<file path="config.mk">
export PLATFORM = sky130hd
export DESIGN_NAME = ccu_round_sequencer_flat
export DESIGN_NICKNAME = d
export VERILOG_FILES = /design/src/rtl/ccu_round_sequencer_if.sv /design/src/rtl/ccu_round_sequencer.sv /design/src/flat_wrapper.sv
export SDC_FILE = /design/constraint.sdc
export NUM_CORES = 1
export LEC_CHECK = 0
export CAP_MARGIN = 0
export CELL_PAD_IN_SITES_DETAIL_PLACEMENT = 1
export CELL_PAD_IN_SITES_GLOBAL_PLACEMENT = 2
export CORE_UTILIZATION = 30
export DETAILED_ROUTE_END_ITERATION = 12
export PLACE_DENSITY = 0.77
export SLEW_MARGIN = 20
export SYNTH_ARGS = -nofsm -noshare
export SYNTH_HDL_FRONTEND = slang
export SYNTH_SLANG_ARGS = --single-unit
</file>
<file path="constraint.sdc">
create_clock -name clk -period 2.16 [get_ports clk]
set_clock_uncertainty 0.1 [all_clocks]
set_input_delay 0.324 -clock clk [delete_from_list [all_inputs] [get_ports clk]]
set_output_delay 0.324 -clock clk [all_outputs]
set_load 0.02 [all_outputs]
</file>
<file path="src/rtl/ccu_round_sequencer_if.sv">
// rtl/ccu_round_sequencer_if.sv - load and result nibble streams of the ccu round sequencer
interface ccu_round_sequencer_if;
    logic       in_valid;
    logic       in_ready;
    logic [3:0] in_data;
    logic [3:0] in_key;
    logic       out_valid;
    logic       out_ready;
    logic [3:0] out_data;

    modport master (
        output in_valid, in_data, in_key, out_ready,
        input  in_ready, out_valid, out_data
    );

    modport slave (
        input  in_valid, in_data, in_key, out_ready,
        output in_ready, out_valid, out_data
    );
endinterface

</file>
<file path="src/rtl/ccu_round_sequencer.sv">
// rtl/ccu_round_sequencer.sv - nibble-serial load/run/drain sequencer around the 4-bit ccu datapath
module ccu_round_sequencer #(
    parameter int NIBBLES    = 4,
    parameter int NUM_ROUNDS = 4
) (
    input  logic                  clk,
    input  logic                  rst_n,
    ccu_round_sequencer_if.slave  bus,
    output logic                  busy,
    output logic [3:0]            round_idx,
    output logic                  ccu_en,
    output logic [3:0]            ccu_din,
    output logic [3:0]            ccu_kin,
    input  logic [3:0]            ccu_dout
);
    localparam int BW = 4 * NIBBLES;
    localparam int NW = (NIBBLES > 1) ? $clog2(NIBBLES) : 1;
    localparam int LW = $clog2(BW);

    typedef enum logic [1:0] {
        LOAD  = 2'd0,
        RUN   = 2'd1,
        DRAIN = 2'd2
    } fsm_t;

    fsm_t          fsm_q, fsm_d;
    logic [BW-1:0] state_q, state_d;
    logic [BW-1:0] key_q, key_d;
    logic [NW-1:0] nib_q, nib_d;
    logic [3:0]    rnd_q, rnd_d;
    logic [3:0]    rnd_inc;
    logic [LW-1:0] nib_lsb;
    logic          nib_last;

    // Nibble 0 is the most significant nibble of the block.
    assign nib_lsb  = LW'((NIBBLES - 1 - int'(nib_q)) * 4);
    assign nib_last = (nib_q == NW'(NIBBLES - 1));
    assign rnd_inc  = rnd_q + 4'd1;

    always_ff @(posedge clk or negedge rst_n) begin
        if (!rst_n) begin
            fsm_q   <= LOAD;
            state_q <= '0;
            key_q   <= '0;
            nib_q   <= '0;
            rnd_q   <= '0;
        end else begin
            fsm_q   <= fsm_d;
            state_q <= state_d;
            key_q   <= key_d;
            nib_q   <= nib_d;
            rnd_q   <= rnd_d;
        end
    end

    always_comb begin
        fsm_d         = fsm_q;
        state_d       = state_q;
        key_d         = key_q;
        nib_d         = nib_q;
        rnd_d         = rnd_q;
        bus.in_ready  = 1'b0;
        bus.out_valid = 1'b0;
        bus.out_data  = 4'd0;
        busy          = 1'b1;
        round_idx     = 4'd0;
        ccu_en        = 1'b0;
        ccu_din       = 4'd0;
        ccu_kin       = 4'd0;
        case (fsm_q)
            LOAD: begin
                busy         = 1'b0;
                bus.in_ready = 1'b1;
                if (bus.in_valid) begin
                    state_d = {state_q[BW-5:0], bus.in_data};
                    key_d   = {key_q[BW-5:0], bus.in_key};
                    if (nib_last) begin
                        nib_d = '0;
                        rnd_d = 4'd0;
                        fsm_d = RUN;
                    end else begin
                        nib_d = nib_q + 1'b1;
                    end
                end
            end
            RUN: begin
                ccu_en                 = 1'b1;
                round_idx              = rnd_q;
                ccu_din                = state_q[nib_lsb +: 4];
                ccu_kin                = key_q[nib_lsb +: 4];
                state_d[nib_lsb +: 4]  = ccu_dout;
                if (nib_last) begin
                    // Key schedule: rotate left one nibble, fold in the next round number.
                    key_d = {key_q[BW-5:0], key_q[BW-1:BW-4]} ^ BW'(rnd_inc);
                    nib_d = '0;
                    if (rnd_q == 4'(NUM_ROUNDS - 1)) begin
                        fsm_d = DRAIN;
                    end else begin
                        rnd_d = rnd_inc;
                    end
                end else begin
                    nib_d = nib_q + 1'b1;
                end
            end
            DRAIN: begin
                bus.out_valid = 1'b1;
                bus.out_data  = state_q[BW-1 -: 4];
                if (bus.out_ready) begin
                    state_d = state_q << 4;
                    if (nib_last) begin
                        nib_d = '0;
                        key_d = '0;
                        fsm_d = LOAD;
                    end else begin
                        nib_d = nib_q + 1'b1;
                    end
                end
            end
            default: begin
                fsm_d = LOAD;
                nib_d = '0;
                rnd_d = 4'd0;
            end
        endcase
    end
endmodule

</file>
<file path="src/flat_wrapper.sv">
// flat-port wrapper written by rule: the top's interface ports become plain ports
module ccu_round_sequencer_flat 
#(
    parameter int NIBBLES    = 4,
    parameter int NUM_ROUNDS = 4
)
  (clk, rst_n, busy, round_idx, ccu_en, ccu_din, ccu_kin, ccu_dout, bus_in_valid, bus_in_data, bus_in_key, bus_out_ready, bus_in_ready, bus_out_valid, bus_out_data);
  ccu_round_sequencer_if bus_i ();
  input  logic clk;
  input  logic rst_n;
  output logic busy;
  output logic [3:0] round_idx;
  output logic ccu_en;
  output logic [3:0] ccu_din;
  output logic [3:0] ccu_kin;
  input  logic [3:0] ccu_dout;
  input wire logic [$bits(bus_i.in_valid)-1:0] bus_in_valid;
  input wire logic [$bits(bus_i.in_data)-1:0] bus_in_data;
  input wire logic [$bits(bus_i.in_key)-1:0] bus_in_key;
  input wire logic [$bits(bus_i.out_ready)-1:0] bus_out_ready;
  output wire logic [$bits(bus_i.in_ready)-1:0] bus_in_ready;
  output wire logic [$bits(bus_i.out_valid)-1:0] bus_out_valid;
  output wire logic [$bits(bus_i.out_data)-1:0] bus_out_data;
  assign bus_i.in_valid = bus_in_valid;
  assign bus_i.in_data = bus_in_data;
  assign bus_i.in_key = bus_in_key;
  assign bus_i.out_ready = bus_out_ready;
  assign bus_in_ready = bus_i.in_ready;
  assign bus_out_valid = bus_i.out_valid;
  assign bus_out_data = bus_i.out_data;
  ccu_round_sequencer #(.NIBBLES(NIBBLES), .NUM_ROUNDS(NUM_ROUNDS)) u_core (.clk(clk), .rst_n(rst_n), .bus(bus_i), .busy(busy), .round_idx(round_idx), .ccu_en(ccu_en), .ccu_din(ccu_din), .ccu_kin(ccu_kin), .ccu_dout(ccu_dout));
endmodule
</file>
## Word level (Yosys, flattened, before mapping)

Cells that the tools add are included.

- Flip-flop bits (word level): 40
- Input bits: 16
- Output and inout port bits: 20
- Logic and storage cells: 66

- $add $sub $neg: 4
- Equal/unequal tests: 11
- Shift-type cells: 4
- Muxes and demuxes: 33
- Bitwise logic cells: 2
- Reductions and logical operators: 7

Operators by type and width:

| cell | number |
|---|---|
| 2-to-1 mux 16 bit | 6 |
| case mux 16 bit (3 select lines) | 2 |
| 2-to-1 mux 4 bit | 8 |
| indexed part select 16 x 5 -> 4 bit | 2 |
| 2-to-1 mux 2 bit | 9 |
| bitwise mux 16 bit | 1 |
| variable shift 4 x 6 -> 16 bit, first input constant | 1 |
| indexed part select 4 x 6 -> 16 bit | 1 |
| bitwise XOR 16 x 4 -> 16 bit | 1 |
| case mux 2 bit (3 select lines) | 2 |
| case mux 4 bit (3 select lines) | 1 |
| AND reduction 5 bit | 2 |
| != test 2 x 1 -> 1 bit, second input constant | 4 |
| != test 2 bit, second input constant | 3 |
| negator 4 -> 6 bit | 1 |
| AND reduction 6 bit | 1 |
| adder 4 x 1 -> 4 bit, second input constant | 1 |
| == test 2 bit, second input constant | 2 |
| == test 4 x 2 -> 1 bit, second input constant | 1 |
| 2-to-1 mux 1 bit | 4 |
| AND reduction 3 bit | 1 |
| nonzero test 3 bit | 1 |
| adder 2 x 1 -> 2 bit, second input constant | 1 |
| == test 2 x 1 -> 1 bit, second input constant | 1 |
| 4 further kinds | 4 |

## Longest topological paths before layout

- Depth in word-level cells: 5
- Depth in mapped cells: 9
- Mapped depth without buffers: 6

## Worst setup path before layout

No wires, ideal clock.

- Path kind: register to register
- Start point: register u_core.nib_q[0]
- End point: register u_core.state_q[12]
- Library setup time: 66 ps
- Arrival time: 1992 ps
- Required time: 1994 ps
- Slack: 2 ps
- Cell stages (with the launch flop): 7
- Buffers on the path: 1
- Period minus slack after synthesis: 2158 ps
- Cell sequence: dfrtp_1 > buf_6 > inv_1 > ha_1 > or4b_4 > nor4_4 > a221o_1

- Cells in the longest elaborated chain, start to end: 5
- Elaborated cells on any way between the ends: 6
- Those cells by class: add/sub: 2; shift: 2; mux: 2

Ends and longest elaborated chain:

| item | RTL line | RTL |
|---|---|---|
| from (decl) | ccu_round_sequencer.sv:29 | `logic [NW-1:0] nib_q, nib_d;` |
| from (signal assigned) | ccu_round_sequencer.sv:51 | `nib_q <= nib_d;` |
| subtractor 2 bit * | ccu_round_sequencer.sv:36 | `assign nib_lsb = LW'((NIBBLES - 1 - int'(nib_q)) * 4);` |
| negator 4 -> 6 bit * | ccu_round_sequencer.sv:91 | `state_d[nib_lsb +: 4] = ccu_dout;` |
| indexed part select 4 x 6 -> 16 bit or variable shift 4 x 6 -> 16 bit (tied branches) | ccu_round_sequencer.sv:91 |  |
| bitwise mux 16 bit * | ccu_round_sequencer.sv:91 |  |
| case mux 16 bit (3 select lines) * | ccu_round_sequencer.sv:70 | `case (fsm_q)` |
| to (signal assigned) | ccu_round_sequencer.sv:49 | `state_q <= state_d;` |
| to (decl) | ccu_round_sequencer.sv:27 | `logic [BW-1:0] state_q, state_d;` |

Every way passes the cells marked *; elsewhere a longest branch is shown, timed or not.
A chain may end at the register's enable or synchronous reset.

## Final worst setup path

- Start point: register u_core.fsm_q[1]
- End point: register u_core.state_q[0]

- Cells in the longest elaborated chain, start to end: 3
- Elaborated cells on any way between the ends: 8
- Those cells by class: eq/ne: 4; mux: 1; reduce/logical: 3

Ends and longest elaborated chain:

| item | RTL line | RTL |
|---|---|---|
| from (decl) | ccu_round_sequencer.sv:26 | `fsm_t fsm_q, fsm_d;` |
| from (signal assigned) | ccu_round_sequencer.sv:48 | `fsm_q <= fsm_d;` |
| == test 2 bit, or another cell as far along | ccu_round_sequencer.sv:70 |  |
| != test 2 bit (no source line) or nonzero test 3 bit (tied branches) | - |  |
| AND reduction 3 bit (no source line) | - |  |

Parallel ways exist; a longest one is shown, timed or not.

==> results.json <==
{
  "grt_max_degree": 41,
  "status": "complete, but fails checks",
  "timing.rr.start": "u_core.fsm_q[1]",
  "hold_ws_ns": -0.00997,
  "io_pins": 36,
  "cts_sinks": 40,
  "p_int_mw": 2.61,
  "numCtsBuffers": 5,
  "fin_ws_ns": 0.0695,
  "period_share_pct": 96.8,
  "root_buffer": "clkbuf_8",
  "rr_endpoint": "u_core.state_q[0]",
  "dp_slack_ns": -0.0880,
  "ctsLongestPathBuffers": 2,
  "max-slew-margin-rel_pct": 64.5,
  "synthTopCellsByCount": "40 x dfrtp_1, 34 x nand2_1, 21 x o21ai_0",
  "grt_pass1_vias": 2084,
  "via_count": 2026,
  "dieArea_um2": 8490,
  "ff2ff_path_depth": 8,
  "worstPathMaxFanout": 7,
  "synthArstFlopShare_pct": 100,
  "maxSlewViolCount": 0,
  "worstMarginPinSlew_ns": 0.532,
  "rsz0062_at_grt": "no",
  "pwr-share-clk_pct": 13.2,
  "overflow": 0,
  "critPathLaunchType": "register",
  "total_power_mw": 4.66,
  "firstDrtPassIters": 4,
  "r2r_slack_ns": 0.07,
  "die_h_um": 92.1,
  "post-route-min-period_ns": 2.09,
  "cts_tree": "built",
  "num_antenna_cells": 0,
  "cp-end-kind": "register",
  "p_switching_mw": 2.06,
  "holdBufCountCts": 0,
  "synth_flop_cell": "dfrtp_1",
  "layout.nets": 318,
  "setup.worst_path.class": "reg2reg",
  "drc_errors": 0,
  "wire_per_inst_um": 16.9,
  "hold_violations": 32,
  "yosysMostFrequentCell": "dfrtp_1",
  "drive_above_1_share_pct": 24.0,
  "pwr-share-comb_pct": 59.9,
  "hold_path_class": "in2async",
  "synth_top_area_cell": "dfrtp_1",
  "setup-violations-final": 0,
  "hpwl_mm": 4.89,
  "routed_wl_mm": 6.64,
  "syn_nets": 265,
  "regArea_um2": 1000,
  "irDropWorstVdd_mv": 0.415,
  "max_freq_ghz": 0.478,
  "drv_cap": 0,
  "yosys-top-cells-area": "dfrtp_1 41%, mux4_2 6.5%, ha_1 5.6%",
  "synth_seq_area_share_pct": 41.1,
  "numPortBuffers": 35,
  "core_um2": 7810,
  "violations": "negative hold slack",
  "synth_seq_cells": 40,
  "grt_antenna_before_repair": 0,
  "area_growth_pct": 28.5,
  "die_w_um": 92.1,
  "synthCells": 238,
  "syn_area_um2": 2440,
  "gp_congestion": 0.836,
  "ant_nets": 0,
  "via_per_inst": 5.14,
  "fillers": 895,
  "avgSynthCellArea_um2": 10.2,
  "p_seq_share_pct": 26.9,
  "start_util_pct": 31.2,
  "worst_ep_required_time_ns": 2.27,
  "yosysTopAreaCellShare_pct": 41.1,
  "yosysWarnings": 0,
  "htreeDepth": 2,
  "drtIter0Drc": 63,
  "powerDensity_nw_per_um2": 1490,
  "rows": 32,
  "multiInputGateArea_um2": 1350,
  "grt_pass1_wl_mm": 11.0,
  "clk_pin_slew_worst_paths_ns": 0.08,
  "globalRouteTotalUtil_pct": 16.5,
  "synth_edf_count": 0,
  "leakagePower_nw": 1.42,
  "cp.arrival_ns": 2.20,
  "clock_latency_ns": 0.30,
  "synth.distinct_cells": 42,
  "swShare_pct": 44.1
}
[power by group through the flow]
stage	registers [mW]	clock network (mW)	logic, mW
4_1_cts	1.25	0.632	2.75
2_1_floorplan	1.20	0	1.77
3_5_place_dp	1.26	0	2.75
6_report	1.25	0.614	2.80
3_3_place_gp	1.25	0	2.70
5_1_grt	1.30	0.661	3.05
[logic make-up (layout without fill, tap and decap cells)]
family / Yosys count / in the layout / share of synthesized area, %
adders and majority gates: 11 / 11 / 5.65
muxes: 13 / 13 / 9.80
xor gates and xnor gates: 6 / 6 / 2.16
and+or+nand+nor: 78 / 78 / 18.4
buffers and inverters: 26 / 80 / 4.62
DFF: 40 / 40 / 41.1
AOI/OAI and AO/OA: 64 / 64 / 18.3
[worst max-delay path by stage]
stage | startpoint | endpoint | slack, ns | depth (start not counted)
after floorplan | u_core.nib_q[0] | u_core.state_q[12] | 0.002 | 6
after global placement | u_core.fsm_q[1] | u_core.state_q[11] | -0.02 | 6
after detailed placement | u_core.fsm_q[1] | u_core.state_q[0] | -0.09 | 6
after CTS | u_core.nib_q[1] | ccu_kin[1] | -0.02 | 4
after global routing | u_core.fsm_q[1] | u_core.state_q[0] | 0.004 | 8
final | u_core.fsm_q[1] | u_core.state_q[0] | 0.07 | 8
[worst max-delay path, stage by stage (launching register included)]
cell and delay [ns]:
dfrtp_1 0.40, inv_1 0.09, buf_4 0.15, ha_2 0.41, nand2_2 0.18, nor4_4 0.23, buf_4 0.17, a21oi_1 0.06
o2bb2ai_1 0.19
[state kept, by name, summed over array words and instances (netlist names)]
signal and count:
u_core.state_q 16, u_core.nib_q 2, u_core.key_q 16, u_core.rnd_q 4, u_core.fsm_q 2
[metrics by stage]
| step | setup TNS (ns) | utilization [%] | cells | cell area, µm² |
|---|---|---|---|---|
| 3_3_place_gp | -0.0664 | 38.7 | 384 | 3020 |
| 3_5_place_dp | -0.741 | 38.7 | 384 | 3020 |
| 4_1_cts | -0.0385 | 40.2 | 393 | 3140 |
| 5_1_grt | 0 | 40.1 | 394 | 3130 |
| 2_1_floorplan | 0 | - | 238 | 2440 |
| 6_report | 0 | 40.1 | 394 | 3130 |
[placed cells by master, fill, tap and decap left out, types with 5 or more instances in the layout]
cell	n
xnor2_1	5
clkbuf_8	5
buf_4	20
dlygate4sd2_1	8
mux4_2	8
buf_2	6
dfrtp_1	39
clkbuf_2	5
and2_1	16
ha_1	8
o2bb2ai_1	12
o21ai_0	17
a21oi_1	5
nand2_1	33
inv_1	12
nor2b_1	5
a22oi_1	7
clkdlybuf4s50_1	14
[routing by layer]
| layer | part of all wire, % | global-route usage [%] | vias up |
|---|---|---|---|
| li1 | - | - | 966 |
| met1 | 50 | 23.7 | 1016 |
| met2 | 46 | 25.7 | 40 |
| met3 | 3.7 | 3.07 | 4 |
| met4 | 0.89 | 3.78 | 0 |
| met5 | 0 | 0 | - |
[timing repair]
item,4_1_cts,5_1_grt
endpoints found under the setup margin,35,27
setup buffers,1,1
pin swaps,1,0
gates resized for setup,38,26
hold endpoints to repair,0,0
[cell type report]
cell class | count | share of cell area (%)
Timing Repair Buffer | 59 | 15.8
Inverter | 13 | 1.56
Clock buffer | 6 | 2.32
Sequential cell | 40 | 32.0
Multi-Input combinational cell | 172 | 43.1
Clock inverter | 2 | 1.12
Tap cell | 102 | 4.07
Note: power is estimated with default switching activity, not from simulation.
